==> config.mk <==
export PLATFORM = sky130hd
export DESIGN_NAME = misr_step
export DESIGN_NICKNAME = d
export VERILOG_FILES = /design/src/rtl/alu_pkg.sv /design/src/rtl/alu_misr_checker_misr_step.sv
export SDC_FILE = /design/constraint.sdc
export NUM_CORES = 1
export LEC_CHECK = 0
export BUFFER_PORTS_ARGS = -buffer_cell sky130_fd_sc_hd__clkbuf_2
export CAP_MARGIN = 10
export CORE_AREA = 4 4 41 43
export DETAILED_ROUTE_END_ITERATION = 6
export DIE_AREA = 0 0 45 47
export PLACE_DENSITY = 0.6
export SYNTH_ARGS = -nofsm -noshare
export SYNTH_HDL_FRONTEND = slang
export SYNTH_SLANG_ARGS = --single-unit
==> constraint.sdc <==
create_clock -name vclk -period 0.8
set_input_delay 0.08 -clock vclk [all_inputs]
set_output_delay 0.08 -clock vclk [all_outputs]
set_load 0.1 [all_outputs]
==> src/rtl/alu_pkg.sv <==
// Shared definitions for the 16-bit ALU stimulus/response path.
package alu_pkg;

    localparam int ALU_WIDTH = 16;

    // x^16 + x^12 + x^3 + x + 1; the x^16 term is implicit.
    localparam logic [ALU_WIDTH-1:0] MISR_POLY_16 = 16'h100B;

    typedef enum logic [1:0] {
        ST_IDLE = 2'd0,
        ST_RUN  = 2'd1,
        ST_DONE = 2'd2
    } misr_state_e;

endpackage : alu_pkg

==> src/rtl/alu_misr_checker_misr_step.sv <==
// One MISR compaction step: shift left, fold the dropped MSB back through
// the feedback taps, then XOR in the new data word. Pure GF(2), no carries.
module misr_step
    import alu_pkg::*;
#(
    parameter int               WIDTH = ALU_WIDTH,
    parameter logic [WIDTH-1:0] POLY  = MISR_POLY_16
) (
    input  logic [WIDTH-1:0] sig_i,
    input  logic [WIDTH-1:0] data_i,
    output logic [WIDTH-1:0] next_o
);

    // Galois-style shift with feedback selected by the outgoing MSB.
    always_comb begin
        next_o = {sig_i[WIDTH-2:0], 1'b0}
               ^ (sig_i[WIDTH-1] ? POLY : '0)
               ^ data_i;
    end

endmodule : misr_step

# After elaboration in Yosys (flattened, before gate mapping)
# Index checks and enable logic that the tools add are counted.
# Widths: inputs -> output; s select.
# op_classes
mux,1
n_bitwise,2
# op_table
operator,count
$xor 16x13->16,1
$xor 16x16->16,1
$mux 13,1
# word_totals
register_bits,0
in_bits,32
elab_cells,3

# Longest topological paths before layout
# Gate-level depths: netlist of the first run.
# logic_depth
ltp_word,3
mapped_depth,1

# Worst setup path after synthesis of the first run
# Ideal clock, no wire load.
# synth_path
path_type,input port to output port
start,input sig_i[15]
end,output next_o[0]
t_arrival_ns,1.510
slack_ns,-0.790
cell_stages,1
path_buffers,0
cell_sequence,xor2_1
# synth_via
elab_chain_cells,3
# synth_rtl
item,line,rtl
from (decl),alu_misr_checker_misr_step.sv:9,"input logic [WIDTH-1:0] sig_i,"
$mux 13,alu_misr_checker_misr_step.sv:17,^ (sig_i[WIDTH-1] ? POLY : '0)
$xor 16x13->16,alu_misr_checker_misr_step.sv:17,
$xor 16x16->16,alu_misr_checker_misr_step.sv:18,^ data_i;
to (decl),alu_misr_checker_misr_step.sv:11,output logic [WIDTH-1:0] next_o
# No other way between the ends.

# Worst setup path after layout of the first run
# layout_path
start,input sig_i[15]
end,output next_o[12]
# Same word-level chain as after synthesis.

==> results.md, run 1 <==
- The largest stage delay on the critical path is 0.49 ns.
- The count of nets left with antenna violations once routing finished came out at 0.
- The flow ran to the end, but the final reports show violations.
- The via count of the first global-routing pass was 348.
- The critical path goes through buf_8, xor3_4, buf_12.
- The area of the core is 0.00130 sq mm.
- After detailed placement, the design holds a cell count of 80.
- Static timing analysis puts the maximum clock frequency at 1.09 GHz.
- The area of the die is 0.00212 sq mm.
- The final period utilization is 115%.
- The leakage power is 0.447 nW.
- The floorplan has 13 rows.
- The count of max-cap constraint violations is 0.
- The antenna cell count is 0.
- The post-route worst hold slack is 0.522 ns.
- Summing over every cut layer, the via total after detailed routing is 305.
- On the critical path, the stage with the largest delay is an instance of xor3_4.
- The cell area after placement is 947 sq um.
- The setup slack at placement is -0.197 ns.
- Setup violations remaining at the end of the flow were counted as 3.
- After layout, the clock buffer instance count stands at 0.
- The average wire per cell in the routed design is 13.0 um.
- The number of max-slew violations in the final report was 0.
- The warning count from the yosys run is 0.
- Synthesis produced a netlist whose cell count is 16.
- The initial antenna violation count came to 0.
- The final count of hold timing violations is 0.
- The data required time of the critical path is 0.72 ns.
- In the layout the commonest cells are clkbuf_2, buf_12, xor2_4, xor3_4, buf_6.
- The path class of the tightest hold or removal check is in2out.
- The checks that failed: setup timing.
- The power consumption is 1.46 mW.
- The library cell occupying the most area in the post-synthesis netlist is xor2_1.
- STA classifies the critical path startpoint as a primary input.
- In the routed layout, each cell is associated on average with a via count of 3.77.
- The starting DRC count in detailed routing is 3.
- The y dimension of the die is 47 um.
- The worst setup path is of the in2out kind.
- After the flow finishes, the layout carries non-filler instances totaling 81.
- Sequential elements use 0% of the synthesized area.
- The horizontal extent of the die is 45 um.
- The boundary pin count is 48.
- The largest net degree at the start of global routing is 5.
- The slew of the pin with the lowest slew margin is 0.148 ns.
- The count of filler cells inserted in the layout is 90.
- STA puts the critical path data arrival time at 0.84 ns.
- The distinct cell type count after synthesis is 3.
- The area share of the largest cell type after synthesis is 60.3%.
- Across the whole layout, storage elements account for 0 sq um.
- The clock period minus worst slack is 0.921 ns.
- Ranked by total cell area, the synthesized netlist is headed by xor2_1, xor3_1, xor3_4.
- Setup repair after global routing could not meet its margin everywhere.
- The area of the mapped netlist is 189 sq um.
- Of the cells placed in the final design, the portion with a size suffix greater than 1 is 100%.
- In this run the worst path has a maximum fanout of 3.
- The final design area excluding fillers is 981 sq um.
- The headroom to the max-slew limit is 90.1%.
- The wire-length estimate of the detail-placed layout is 1030 um.
- For this configuration, the core starts out at a cell density of 14.5%.
- After detailed routing, the total wire length is 1060 um.
- The buffers plus inverters on the worst setup path is 2.
- In the final design database the tool counted 100 nets.
- The first global-routing pass estimated 1550 um of wire.
- The final estimated routing congestion in global placement is 0.672.
- The mean instance size in the synthesized netlist is 11.8 sq um.
- The number of nets handed over by synthesis was 48.
- From synthesis to final layout, the design area changed by 419%.
- For this design the ratio of total power to cell area is 1490 mW/mm^2.
- For this run, the detailed router's first-pass iteration total came to 2.
- In the post-route analysis, the smallest setup slack over all paths is -0.121 ns.
- The cell family with the largest share of critical-path delay is XOR/XNOR gates.
- VDD sags by at most 1.32 mV.
- The count of buffers inserted at the top-level ports is 48.
- The total congestion overflow after global routing is 0.
- The sort of element at the end of the critical path is an output port.
- The commonest non-fill, non-tap cell in the layout is clkbuf_2.
- The final layout contains a sequential cell count of 0.
- In the routed design, unresolved DRC markers number 0.
- Global routing consumed, over all layers together, 10.1% of the routing resources.
-- worst min-delay path: stages --
cell and delay [ns]:
clkbuf_2 0.13, xor2_4 0.08, buf_12 0.16
-- layer usage --
| metal | vias to the layer above | share of wire (%) | GRT usage (%) |
|---|---|---|---|
| met3 | 0 | 11 | 1.92 |
| li1 | 139 | - | - |
| met1 | 145 | 21 | 9.35 |
| met2 | 21 | 68 | 23.2 |
| met4 | 0 | 0 | 0 |
| met5 | - | 0 | 0 |
-- power by group --
group / switching, mW / total [mW] / internal [mW]
logic: 0.902 / 1.46 / 0.561
registers: 0 / 0 / 0
clock network: 0 / 0 / 0
total: 0.902 / 1.46 / 0.561
-- cells in the mapped netlist --
| master | n |
|---|---|
| xor2_1 | 13 |
| xor3_4 | 1 |
| xor3_1 | 2 |
-- layout make-up --
| type | instances | area, sq um | area share, % |
|---|---|---|---|
| tap | 15 | 18.8 | 1.91 |
| timing repair buffer | 50 | 522 | 53.2 |
| multi-input combinational | 16 | 440 | 44.9 |
-- worst paths after layout --
kind                       from          to  cells past startpoint
worst max-delay path  sig_i[15]  next_o[12]                      3
worst min-delay path  data_i[0]   next_o[0]                      3
-- kinds of logic after synthesis --
kind of cell	synth area share, %
XOR/XNOR	100
-- stage by stage --
| stage | utilization (%) | TNS (ns) |
|---|---|---|
| after floorplan | - | -0.0658 |
| after global placement | 72.8 | -0.493 |
| after detailed placement | 72.8 | -0.520 |
| after CTS | 73.1 | -0.377 |
| after global routing | 75.4 | -0.360 |
| final | 75.4 | -0.333 |
-- timing repair --
action / in CTS / in global routing
buffers inserted: 0 / 1
gates resized for setup: 1 / 6
hold buffers: 0 / 0
setup endpoints to repair: 4 / 4
pin swaps: 3 / 1
Power figures use the tool's default switching activity.
==> inputs of run 2 (changes only) <==
RECOVER_POWER = 100   (was unset)
==> results.md, run 2 (same netlist as run 1, synthesis figures left out) <==
- The average wire per cell in the routed design is 13.3 um.
- The via count of the first global-routing pass is 348.
- Setup violations remaining at the end of the flow were counted as 3.
- The largest fanout on the critical path is 3.
- The share of cells above drive strength 1 is 100%.
- Timing would allow up to 1.09 GHz.
- Total power for the finished layout comes to 1.28 mW.
- Summing over every cut layer, the via total after detailed routing is 305.
- The worst-case IR drop observed on VDD is 1.33 mV.
- Data on the critical path is required at its endpoint by 0.72 ns.
- Global routing used 10.1% of the available tracks.
- The area of the core is 0.00130 sq mm.
- Dividing the final minimum period by the clock period gives 115%.
- Leaving out fill and tap cells, the most frequent cells in the layout are clkbuf_2, xor2_4, buf_6, buf_4.
- The sort of element at the end of the critical path is an output port.
- The congestion estimate from routability-driven global placement came to 0.672.
- The antenna cell count is 0.
- For this run, the share of the core covered by cells in the final layout is 64.9%.
- The final design area excluding fillers is 845 sq um.
- In this run the tightest slew margin relative to its limit is 81.3%.
- The number of routed nets with antenna violations is 0.
- There are 0 flip-flops and latches.
- The per-cell via count in the routed design is 3.77.
- The leakage power is 0.396 nW.
- The area of the die is 0.00212 sq mm.
- In this run the worst hold path is classified as in2out.
- Data on the critical path arrives at its endpoint at 0.84 ns.
- After layout, the minimum clock period comes to 0.921 ns.
- The total congestion overflow after global routing is 0.
- The cell area power density is 1520 mW/mm^2.
- The run finished, with violations left.
- The count of buffers added on input and output ports is 48.
- Compared with the post-synthesis result, the final layout area differs by 347%.
- The total wire length is 1070 um.
- The count of nets after finishing is 100.
- The placement row count is 13.
- The first routing iteration left 0 violations.
- Setup repair after global routing could not meet its margin everywhere.
- Measured along the x axis, the die boundary spans 45 um.
- The number of hold buffers added after CTS is 0.
- The number of max-slew violations in the final report is 0.
- At the pin with the least slew margin, the transition time is 0.283 ns.
- 48 I/O pins were placed.
- The setup slack at placement is -0.197 ns.
- Registers take 0 sq um.
- For this run, the detailed router's first-pass iteration total came to 1.
- The element type at the critical path start is a primary input.
- In this run the cell area measured after placement is 947 sq um.
- Entering global routing, the biggest net connects 5 pins.
- In the final timing run, aggregate negative setup slack is -0.333 ns.
- For this configuration, the core starts out at a cell density of 14.5%.
- The critical path is of the in2out type.
- The count of max-cap constraint violations is 0.
- The first-pass GRT wire length is 1550 um.
- The initial antenna violation count is 0.
- The checks that failed: setup timing.
- The clock buffer count in the final layout is 0.
- The commonest non-fill, non-tap cell in the layout is clkbuf_2.
- After detailed routing, the number of remaining DRC violations is 0.
- The slack of the critical path is -0.121 ns.
- From bottom edge to top edge, the die measures 47 um.
- The wire-length estimate of the detail-placed layout is 1030 um.
- The final count of hold timing violations came to 0.
[run 2: cell count changes in the layout (fill, tap and decap cells not counted)]
cell	change
buf_12	-13
buf_4	+6
buf_6	+7
[run 2: layout make-up]
class,count,area [sq um]
fill,116,457
multi-input combinational,16,440
timing repair buffer,50,385
tap,15,18.8
[run 2: final timing paths]
kind                  start    endpoint  slack, ns  cells past startpoint
setup / recovery  sig_i[15]  next_o[12]      -0.12                      3
hold / removal    data_i[0]   next_o[0]       0.53                      3
[run 2: worst max-delay path, stage by stage]
cell	delay (ns)
buf_8	0.08
xor3_4	0.49
buf_12	0.19
[run 2: where the power goes]
group	internal [mW]	leakage, nW	switching [mW]
Combinational	0.411	0.396	0.872
Sequential	0	0	0
Clock	0	0	0
[run 2: what timing repair did]
| item | in CTS | in global routing |
|---|---|---|
| pin swaps | 3 | 1 |
| resized for setup | 1 | 6 |
| setup buffers | 0 | 1 |
| setup endpoints to repair | 4 | 4 |
[run 2: through the flow]
stage / cells / hold WS (ns)
detailed placement: 80 / 0.524
global placement: 80 / 0.521
global route: 81 / 0.537
CTS: 80 / 0.524
finish: 81 / 0.530
floorplan: 16 / 0.356
[run 2: routing by layer]
metal	GRT usage [%]	vias up	wire (um)
met5	0	-	0
met4	0	0	0
met3	1.92	0	130
met2	23.2	21	720
met1	9.35	145	223
li1	-	139	-
==> inputs of run 3 (changes only) <==
SETUP_SLACK_MARGIN = 0.15   (was unset)
==> results.md, run 3 <==
- The flow did not finish.
- The stopping stage is 5_1_grt.
- The tool reported: "[ERROR DPL-0033] detailed placement checks failed during check placement".
- Row generation in the floorplan step produced 13 rows.
- The mean instance size in the synthesized netlist is 11.8 sq um.
- The post-CTS setup repair buffer count is 0.
- The largest net degree at the start of global routing is 5.
- The area of the mapped netlist is 189 sq um.
- Once placement finished, the instance area stood at 947 sq um.
- The effective utilization at floorplan is 14.5%.
- The share of synthesized area occupied by flip-flops and latches is 0%.
- Measured along the x axis, the die boundary spans 45 um.
- The final estimated routing congestion in global placement is 0.672.
- The kind of the worst endpoint is a primary output.
- The synthesized netlist net count is 48.
- The count of buffers inserted at the top-level ports is 48.
- 48 I/O pins were placed.
- The y dimension of the die is 47 um.
- The post-synthesis instance total is 16.
- The commonest cells after synthesis are xor2_1, xor3_1, xor3_4.
- The number of hold buffers added after CTS was 0.
- The top cell type by area accounts for 60.3% of the synthesized area.
- The largest total area in the synthesized netlist belongs to xor2_1.
- For this run, the number of Yosys warnings is 0.
- The initial antenna violation count is 0.
- The half-perimeter wire length after placement is 1030 um.
- In the post-synthesis netlist, the biggest area contributors are xor2_1, xor3_1, xor3_4.
- The worst-path endpoint after global-route repair_timing is next_o[12].
- The most common cell in the netlist is xor2_1.
- Synthesis instantiated 3 different standard cells from the library.
run 3: timing repair:
| action | CTS |
|---|---|
| gates resized for setup | 27 |
| endpoints found under the setup margin | 16 |
| pin swaps | 16 |
run 3: logic make-up after synthesis:
logic type	share of synthesized area, %
XOR/XNOR	100
run 3: per-stage QoR:
step / setup TNS, ns / cells / hold slack, ns / setup WS (ns) / util, %
floorplan: -0.0658 / 16 / 0.356 / -0.0219 / -
global placement: -0.493 / 80 / 0.521 / -0.186 / 72.8
detailed placement: -0.520 / 80 / 0.524 / -0.197 / 72.8
CTS: -0.377 / 80 / 0.494 / -0.127 / 90.1
==> inputs of run 4 (changes only) <==
CORE_AREA = 4 4 65 67   (was 4 4 41 43)
DIE_AREA = 0 0 69 71   (was 0 0 45 47)
PLACE_DENSITY = unset   (was 0.6)
PLACE_DENSITY_LB_ADDON = 0.15   (was unset)
SETUP_SLACK_MARGIN = unset   (was 0.15)
==> results.md, run 4 (same netlist as run 1, synthesis figures left out) <==
- The final count of hold timing violations came to 0.
- The net switching power of the design is 0.874 mW.
- The initial antenna violation count is 0.
- The final setup TNS is -0.340 ns.
- Row generation in the floorplan step produced 22 rows.
- From synthesis to final layout, the design area changed by 370%.
- The first-pass GRT wire length is 1790 um.
- The via count is 307.
- The checks that failed: setup timing.
- The total congestion overflow after global routing is 0.
- For this design the static power due to leakage is 0.397 nW.
- For this block, the routed nets add up to 1020 um of wire.
- STA classifies the critical path startpoint as a primary input.
- Pin placement for this block handled 48 I/O pins.
- The critical path arrival is 0.84 ns.
- The layout has 406 filler cells.
- The floorplan step defined a die boundary enclosing 0.00490 sq mm.
- Combinational cells account for 100.0% of the total power.
- Cells with a size suffix above 1 make up 100% of the layout.
- The tool flagged a number of max-cap violations equal to 0.
- The data required time of the critical path is 0.72 ns.
- The number of antenna diodes in the final layout is 0.
- The library cells used most frequently in the layout, excluding fill and tap cells, are clkbuf_2, xor2_4, buf_6, buf_4.
- Along the worst path, the maximum fanout reaches 4.
- The multi-input combinational cells in the finished layout cover a total of 440 sq um.
- The via count of the first global-routing pass is 389.
- Setup slack on the critical path of the routed design comes to -0.122 ns.
- The layout has 0 clock buffers.
- The switching fraction of total power is 67.7%.
- The number of max-slew violations in the final report is 0.
- Leaving out fill and tap cells, the most frequent cell in the layout is clkbuf_2.
- Setup violations remaining at the end of the flow were counted as 3.
- Once the floorplan was initialized, standard cells occupied 5.20% of the core.
- Setup repair after global routing could not meet its margin everywhere.
- The final sequential cell count is 0.
- The starting DRC count in detailed routing is 3.
- The power consumption is 1.29 mW.
- Entering global routing, the biggest net connects 5 pins.
- The smallest clock period supported by the final layout is computed as 0.922 ns.
- The start-to-end type of the worst setup path is in2out.
- The pre-antenna-repair detailed-routing pass consisted of 2 iterations.
- Summing all flip-flop and latch instances after layout gives 0 sq um.
- For this run, the post-layout net count is 100.
- The clock network accounts for 0% of the total power.
- The final estimated routing congestion in global placement is 0.642.
- The number of remaining DRC errors is 0.
- The horizontal extent of the die is 69 um.
- Across the VDD grid, the largest voltage drop is 1.02 mV.
- Based on the critical path, the design can be clocked at up to 1.08 GHz.
- The total area inside the core boundary comes to 0.00363 sq mm.
- The per-cell via count in the routed design is 2.69.
- STA classifies the critical path endpoint as an output port.
- The count of buffers inserted at the top-level ports is 48.
- The tightest min-delay check is of the in2out type.
- The run finished, with violations left.
- The count of nets left with antenna violations once routing finished came out at 0.
- Sequential cells account for 0% of the total power.
- The y dimension of the die is 71 um.
- The final period utilization is 115%.
- Summed over all nets, the half-perimeter wirelength after detailed placement is 1060 um.
- The headroom to the max-slew limit is 81.1%.
- The average wire per cell in the routed design is 8.92 um.
- The total internal power is 0.417 mW.
- The cell area power density is 1460 mW/mm^2.
- For this run, the total global-route usage over all layers was measured as 4.29%.
- The slew of the pin with the lowest slew margin is 0.286 ns.
==> run 4: path summary, 6_finish.rpt <==
path                   from          to  slack, ns  cells past startpoint
hold / removal    sig_i[14]  next_o[15]       0.53                      3
setup / recovery  sig_i[15]   next_o[1]      -0.12                      3
==> run 4: through the flow <==
step / util (%) / area (sq um) / cells / worst slack [ns] / hold slack, ns
global route: 24.4 / 887 / 114 / -0.140 / 0.547
finish: 24.4 / 887 / 114 / -0.122 / 0.532
floorplan: - / 440 / 16 / -0.0219 / 0.356
detailed placement: 27.2 / 988 / 113 / -0.211 / 0.525
global placement: 27.2 / 988 / 113 / -0.195 / 0.522
CTS: 27.2 / 988 / 113 / -0.143 / 0.525
==> run 4: cell type report <==
class | count | area share [%]
Timing Repair Buffer | 50 | 43.6
Multi-Input combinational cell | 16 | 49.6
Tap cell | 48 | 6.77
==> run 4: critical path, cell delays in order <==
cell and delay, ns:
buf_8 0.08, xor3_4 0.50, buf_12 0.19
==> run 4: what timing repair did <==
action	CTS	global route
buffers inserted	0	1
setup endpoints to repair	4	4
pin swaps	4	2
endpoints found under the hold margin	0	0
resized for setup	0	5
hold buffers	0	0
==> run 4: layer usage <==
metal	part of all wire [%]	GRT usage [%]
met4	0	0
met1	31	4.27
met5	0	0
met3	17	1.99
met2	53	8.58
==> run 4: power groups by stage <==
stage                     clock [mW]  combinational [mW]  sequential [mW]
after floorplan                    0               0.861                0
after global placement             0                1.45                0
after detailed placement           0                1.46                0
after CTS                          0                1.46                0
after global routing               0                1.33                0
final                              0                1.29                0
